`src/rtl/mips_ctrl_pkg.sv`:
```
// ============================================================================
// mips_ctrl_pkg : shared encodings for the multicycle MIPS control FSM
// Rev 1.0
// ============================================================================
`default_nettype none

package mips_ctrl_pkg;

  typedef enum logic [3:0] {
    FETCH   = 4'd0,
    DECODE  = 4'd1,
    MEMADR  = 4'd2,
    MEMRD   = 4'd3,
    MEMWB   = 4'd4,
    MEMWR   = 4'd5,
    EXECUTE = 4'd6,
    ALUWB   = 4'd7,
    BRANCH  = 4'd8,
    IMMEXEC = 4'd9,
    IMMWB   = 4'd10,
    JUMP    = 4'd11
  } state_t;

  typedef enum logic [1:0] {
    ALU_ADD   = 2'd0,
    ALU_SUB   = 2'd1,
    ALU_FUNCT = 2'd2,
    ALU_OR    = 2'd3
  } aluop_t;

  localparam logic [5:0] OP_RTYPE = 6'b000000;
  localparam logic [5:0] OP_LW    = 6'b100011;
  localparam logic [5:0] OP_SW    = 6'b101011;
  localparam logic [5:0] OP_BEQ   = 6'b000100;
  localparam logic [5:0] OP_ADDI  = 6'b001000;
  localparam logic [5:0] OP_ORI   = 6'b001101;
  localparam logic [5:0] OP_J     = 6'b000010;

  localparam logic [5:0] FN_ADD = 6'b100000;
  localparam logic [5:0] FN_SUB = 6'b100010;
  localparam logic [5:0] FN_AND = 6'b100100;
  localparam logic [5:0] FN_OR  = 6'b100101;
  localparam logic [5:0] FN_SLT = 6'b101010;

  localparam logic [2:0] ALUC_ADD = 3'b010;
  localparam logic [2:0] ALUC_SUB = 3'b110;
  localparam logic [2:0] ALUC_AND = 3'b000;
  localparam logic [2:0] ALUC_OR  = 3'b001;
  localparam logic [2:0] ALUC_SLT = 3'b111;

endpackage

`default_nettype wire

```
`src/rtl/alu_decoder.sv`:
```
// ============================================================================
// alu_decoder : maps the FSM aluop (and funct for R-type) to alucontrol
// Rev 1.0
// ============================================================================
`default_nettype none

module alu_decoder
  import mips_ctrl_pkg::*;
(
  input  aluop_t     aluop,
  input  logic [5:0] funct,
  output logic [2:0] alucontrol
);

  always_comb begin
    alucontrol = ALUC_ADD;
    case (aluop)
      ALU_ADD: alucontrol = ALUC_ADD;
      ALU_SUB: alucontrol = ALUC_SUB;
      ALU_OR:  alucontrol = ALUC_OR;
      ALU_FUNCT: begin
        case (funct)
          FN_ADD:  alucontrol = ALUC_ADD;
          FN_SUB:  alucontrol = ALUC_SUB;
          FN_AND:  alucontrol = ALUC_AND;
          FN_OR:   alucontrol = ALUC_OR;
          FN_SLT:  alucontrol = ALUC_SLT;
          default: alucontrol = ALUC_ADD;
        endcase
      end
      default: alucontrol = ALUC_ADD;
    endcase
  end

endmodule

`default_nettype wire

```
`src/rtl/multicycle_controller.sv`:
```
// ============================================================================
// multicycle_controller : state register, next-state and output decode for a
// multicycle MIPS datapath with a shared ALU and a stalling memory port
// Rev 1.0
// ============================================================================
`default_nettype none

module multicycle_controller
  import mips_ctrl_pkg::*;
(
  input  logic       clk,
  input  logic       reset,
  input  logic [5:0] op,
  input  logic [5:0] funct,
  input  logic       zero,
  input  logic       mem_ready,
  output logic       iord,
  output logic       memwrite,
  output logic       irwrite,
  output logic       pcen,
  output logic       regwrite,
  output logic       regdst,
  output logic       memtoreg,
  output logic       alusrca,
  output logic [1:0] alusrcb,
  output logic [1:0] pcsrc,
  output logic       signOrZero,
  output logic [2:0] alucontrol,
  output logic       illegal_op,
  output logic       instr_done
);

  state_t state;
  state_t state_next;
  aluop_t aluop;

  logic pcwrite;
  logic branch;
  logic memwrite_raw;
  logic irwrite_raw;
  logic regwrite_raw;
  logic illegal_raw;
  logic done_raw;

  always_ff @(posedge clk) begin
    if (reset) state <= FETCH;
    else       state <= state_next;
  end

  always_comb begin
    state_next   = state;
    aluop        = ALU_ADD;
    pcwrite      = 1'b0;
    branch       = 1'b0;
    memwrite_raw = 1'b0;
    irwrite_raw  = 1'b0;
    regwrite_raw = 1'b0;
    illegal_raw  = 1'b0;
    done_raw     = 1'b0;
    iord         = 1'b0;
    regdst       = 1'b0;
    memtoreg     = 1'b0;
    alusrca      = 1'b0;
    alusrcb      = 2'b00;
    pcsrc        = 2'b00;
    signOrZero   = 1'b0;

    case (state)
      FETCH: begin
        alusrcb = 2'b01;
        if (mem_ready) begin
          irwrite_raw = 1'b1;
          pcwrite     = 1'b1;
          state_next  = DECODE;
        end
      end
      DECODE: begin
        // Branch target precomputed here so BRANCH only needs the compare.
        alusrcb = 2'b11;
        case (op)
          OP_RTYPE:       state_next = EXECUTE;
          OP_LW, OP_SW:   state_next = MEMADR;
          OP_BEQ:         state_next = BRANCH;
          OP_ADDI, OP_ORI: state_next = IMMEXEC;
          OP_J:           state_next = JUMP;
          default: begin
            illegal_raw = 1'b1;
            state_next  = FETCH;
          end
        endcase
      end
      MEMADR: begin
        alusrca    = 1'b1;
        alusrcb    = 2'b10;
        state_next = (op == OP_SW) ? MEMWR : MEMRD;
      end
      MEMRD: begin
        iord = 1'b1;
        if (mem_ready) state_next = MEMWB;
      end
      MEMWB: begin
        memtoreg     = 1'b1;
        regwrite_raw = 1'b1;
        done_raw     = 1'b1;
        state_next   = FETCH;
      end
      MEMWR: begin
        iord         = 1'b1;
        memwrite_raw = 1'b1;
        if (mem_ready) begin
          done_raw   = 1'b1;
          state_next = FETCH;
        end
      end
      EXECUTE: begin
        alusrca    = 1'b1;
        aluop      = ALU_FUNCT;
        state_next = ALUWB;
      end
      ALUWB: begin
        regdst       = 1'b1;
        regwrite_raw = 1'b1;
        done_raw     = 1'b1;
        state_next   = FETCH;
      end
      BRANCH: begin
        alusrca    = 1'b1;
        aluop      = ALU_SUB;
        pcsrc      = 2'b01;
        branch     = 1'b1;
        done_raw   = 1'b1;
        state_next = FETCH;
      end
      IMMEXEC: begin
        alusrca    = 1'b1;
        alusrcb    = 2'b10;
        aluop      = (op == OP_ORI) ? ALU_OR : ALU_ADD;
        signOrZero = (op == OP_ORI);
        state_next = IMMWB;
      end
      IMMWB: begin
        regwrite_raw = 1'b1;
        signOrZero   = (op == OP_ORI);
        done_raw     = 1'b1;
        state_next   = FETCH;
      end
      JUMP: begin
        pcsrc      = 2'b10;
        pcwrite    = 1'b1;
        done_raw   = 1'b1;
        state_next = FETCH;
      end
      default: state_next = FETCH;
    endcase
  end

  // Reset gates every enable combinationally so an in-flight instruction
  // cannot commit a write during the reset cycle.
  assign pcen       = ~reset & (pcwrite | (branch & zero));
  assign irwrite    = ~reset & irwrite_raw;
  assign regwrite   = ~reset & regwrite_raw;
  assign memwrite   = ~reset & memwrite_raw;
  assign instr_done = ~reset & done_raw;
  assign illegal_op = ~reset & illegal_raw;

  alu_decoder u_alu_decoder (
    .aluop      (aluop),
    .funct      (funct),
    .alucontrol (alucontrol)
  );

endmodule

`default_nettype wire
```
`config.mk`:
```
export PLATFORM = sky130hd
export DESIGN_NAME = multicycle_controller
export DESIGN_NICKNAME = d
export VERILOG_FILES = /design/src/rtl/mips_ctrl_pkg.sv /design/src/rtl/alu_decoder.sv /design/src/rtl/multicycle_controller.sv
export SDC_FILE = /design/constraint.sdc
export NUM_CORES = 1
export LEC_CHECK = 0
export BUFFER_PORTS_ARGS = -buffer_cell sky130_fd_sc_hd__buf_2
export CORE_AREA = 2 2 41 43
export CTS_CLUSTER_DIAMETER = 50
export CTS_CLUSTER_SIZE = 40
export DETAILED_ROUTE_END_ITERATION = 8
export DIE_AREA = 0 0 43 45
export PLACE_DENSITY_LB_ADDON = 0.12
export SKIP_CTS_REPAIR_TIMING = 1
export SYNTH_ARGS = -nofsm -noshare
export SYNTH_HDL_FRONTEND = slang
export SYNTH_HIERARCHICAL = 1
export SYNTH_SLANG_ARGS = --single-unit
```
`constraint.sdc`:
```
create_clock -name clk -period 2.8 [get_ports clk]
set_input_delay 0.28 -clock clk [delete_from_list [all_inputs] [get_ports clk]]
set_output_delay 0.28 -clock clk [all_outputs]
set_load 0.01 [all_outputs]
```
==> results.cfg <==
[detailed_routing]
ant_nets = 0
wl_per_cell_um = 12.6
drc = 0
dr.pass1.iters = 4
vias_per_cell = 5.89
drt_iter0_markers = 24
routed_wl_um = 1850
vias = 866

[worst_setup_path]
critPathRequiredTime_ns = 2.52
slowest_stage = dfxtp_1
rr_worst_depth = 5
cp_max_fo = 15
worstSetupEndpointType = primary output
cp_slowest_stage_delay_ns = 0.59
worst-setup-path-type = flip-flop to primary output
timing.critical_path.cells = nand2b_1, or2_1, o21ai_0, mux2_2, buf_2
start_kind = flip-flop
arrival_ns = 2.21

[logic_synthesis]
synth_mux_area_frac = 0.0318
synth-simple-area-share = 0.460
synth_compound_area_frac = 0.295
synth_xor_area_frac = 0.0262
synth-async-reset-ratio = 0
netlist_area_um2 = 669
synth_cell_types = 40
synth_top_family_by_area = simple AND/OR/NAND/NOR gates
ys_seq_elements = 4
syn-num-nets = 116
ys.flop_type = dfxtp_1
synthAdderAreaFrac = 0
seq_area_frac_synth = 0.120
syn_inst = 100
synth_edf_count = 0
syn_avg_cell_area_um2 = 6.69
yosysWarnings = 6

[min_path]
min_path_cells = 2
min_path_type = input port to flip-flop

[global_routing]
grtUsageTotal = 0.210
grt_pass1_wl_um = 3080
grt_start_max_net_pins = 16
gr-total-overflow = 0
grt_pass1_vias = 728
antenna_found_initial = 0

[power_and_ir_drop]
p_comb_frac = 0.318
p_sw_frac = 0.313
ir_drop_v = 0.000155
switching_power_uw = 61.1
p_seq_frac = 0.325
clkPwrFrac = 0.357
power_per_cell_area_nw_per_um2 = 227
power_leakage_nw = 0.352
p_int_uw = 134
power_uw = 195

[clock_network]
htreeDepth = 1
path_clk_slew_ns = 0.04
cts_tree = yes
clkLatencyLatePin_ns = 0.23
cts.sinks = 4
clockBufferDepth = 2
cts-root-buf = clkbuf_4
cts_buffers = 3

[floorplan]
start_util = 0.455
die-width_um = 43
ioPinCount = 34
rows = 14
dieArea_um2 = 1940
core_area_um2 = 1470
die_h_um = 45

[flow_run]
max-cap-violations = 0

[timing]
fin_worst_skew_ns = 0.000960
finalSetupViolations = 0
timing.final.crit_share = 0.891
whs_ns = 0.384
relSlewSlack = 0.630
fmax_mhz = 401
rsz0062_at_grt = no
slew_viol_final = 0
worst-slew-pin-transition_ns = 0.548
fin_setup_tns_ns = 0
finalHoldViolCount = 0
min_period_ns = 2.49

[finish]
regMostFlops = state
n_fill_cell = 168
fin_nets = 149
layout_commonest_cell = buf_2
area_growth_pct = 28.2
largest_reg_flops = 4
design_area_um2 = 858
reg_top3 = state (4)
antenna_cells = 0
final_cell_mix = buf_2 (33), nor2_1 (12), nand2b_1 (8), nand2_1 (8), nor3_1 (7)
drive_gt1_frac = 0.328

[place]
io_buffers = 33
hpwl_um = 1370
placed_area_um2 = 836
gp_congestion = 0.839

[run_status]
status = finished clean
[power by group through the flow]
stage	logic, mW	clock network, mW	registers, mW
2_1_floorplan	0.0393	0	0.0605
3_3_place_gp	0.0606	0	0.0644
3_5_place_dp	0.0612	0	0.0644
4_1_cts	0.0616	0.0744	0.0634
5_1_grt	0.0693	0.0814	0.0640
6_report	0.0620	0.0696	0.0634
[final timing paths]
kind / from / to / slack, ns
setup / recovery: state[3] / alucontrol[2] / 0.31
hold reg to reg: state[3] / state[0] / 0.75
hold / removal: reset / state[3] / 0.38
setup reg to reg: state[1] / state[1] / 1.14
[metrics by stage]
step,utilization,std cells,setup WS [ns]
3_5_place_dp,0.568,144,0.555
3_3_place_gp,0.568,144,0.615
6_report,0.583,147,0.306
4_1_cts,0.583,147,0.309
5_1_grt,0.583,147,0.0814
2_1_floorplan,-,100,1.05
[Yosys cell counts, types with 3 or more instances]
master / n / share of area
o21ai_0: 4 / 0.030
nor3_1: 7 / 0.052
inv_1: 3 / 0.017
a21oi_1: 4 / 0.030
a31oi_1: 3 / 0.028
nor3b_1: 3 / 0.034
clkbuf_1: 4 / 0.022
nand2b_1: 8 / 0.075
nand2_1: 8 / 0.045
nor2_1: 12 / 0.067
dfxtp_1: 4 / 0.12
nand3_1: 3 / 0.022
a211oi_1: 4 / 0.045
[final cells by class]
| class | count | area [µm²] | area share |
|---|---|---|---|
| multi-input combinational | 86 | 544 | 0.634 |
| timing repair buffer | 35 | 180 | 0.210 |
| sequential | 4 | 80.1 | 0.0933 |
| clock buffer | 3 | 22.5 | 0.0262 |
| tap | 16 | 20.0 | 0.0233 |
| inverter | 3 | 11.3 | 0.0131 |
[per-layer routing]
layer | track usage | share of wire
met3 | 0.0240 | 0.060
met5 | 0 | 0
met1 | 0.279 | 0.46
met4 | 0.0909 | 0
met2 | 0.348 | 0.48
[cell families (layout without fill, tap and decap cells)]
family,Yosys count,count (layout)
buf+inv,10,41
compound gates,27,27
flops,4,4
mux,2,2
xor+xnor,2,2
simple gates,55,55
[worst max-delay path: cells and delay by family, from the launching register on]
family          cells  cell delay (ns)
simple gates        2             0.53
flops               1             0.59
compound gates      1             0.35
mux                 1             0.38
buf+inv             1             0.14
Note: power is estimated with default switching activity, not from simulation.
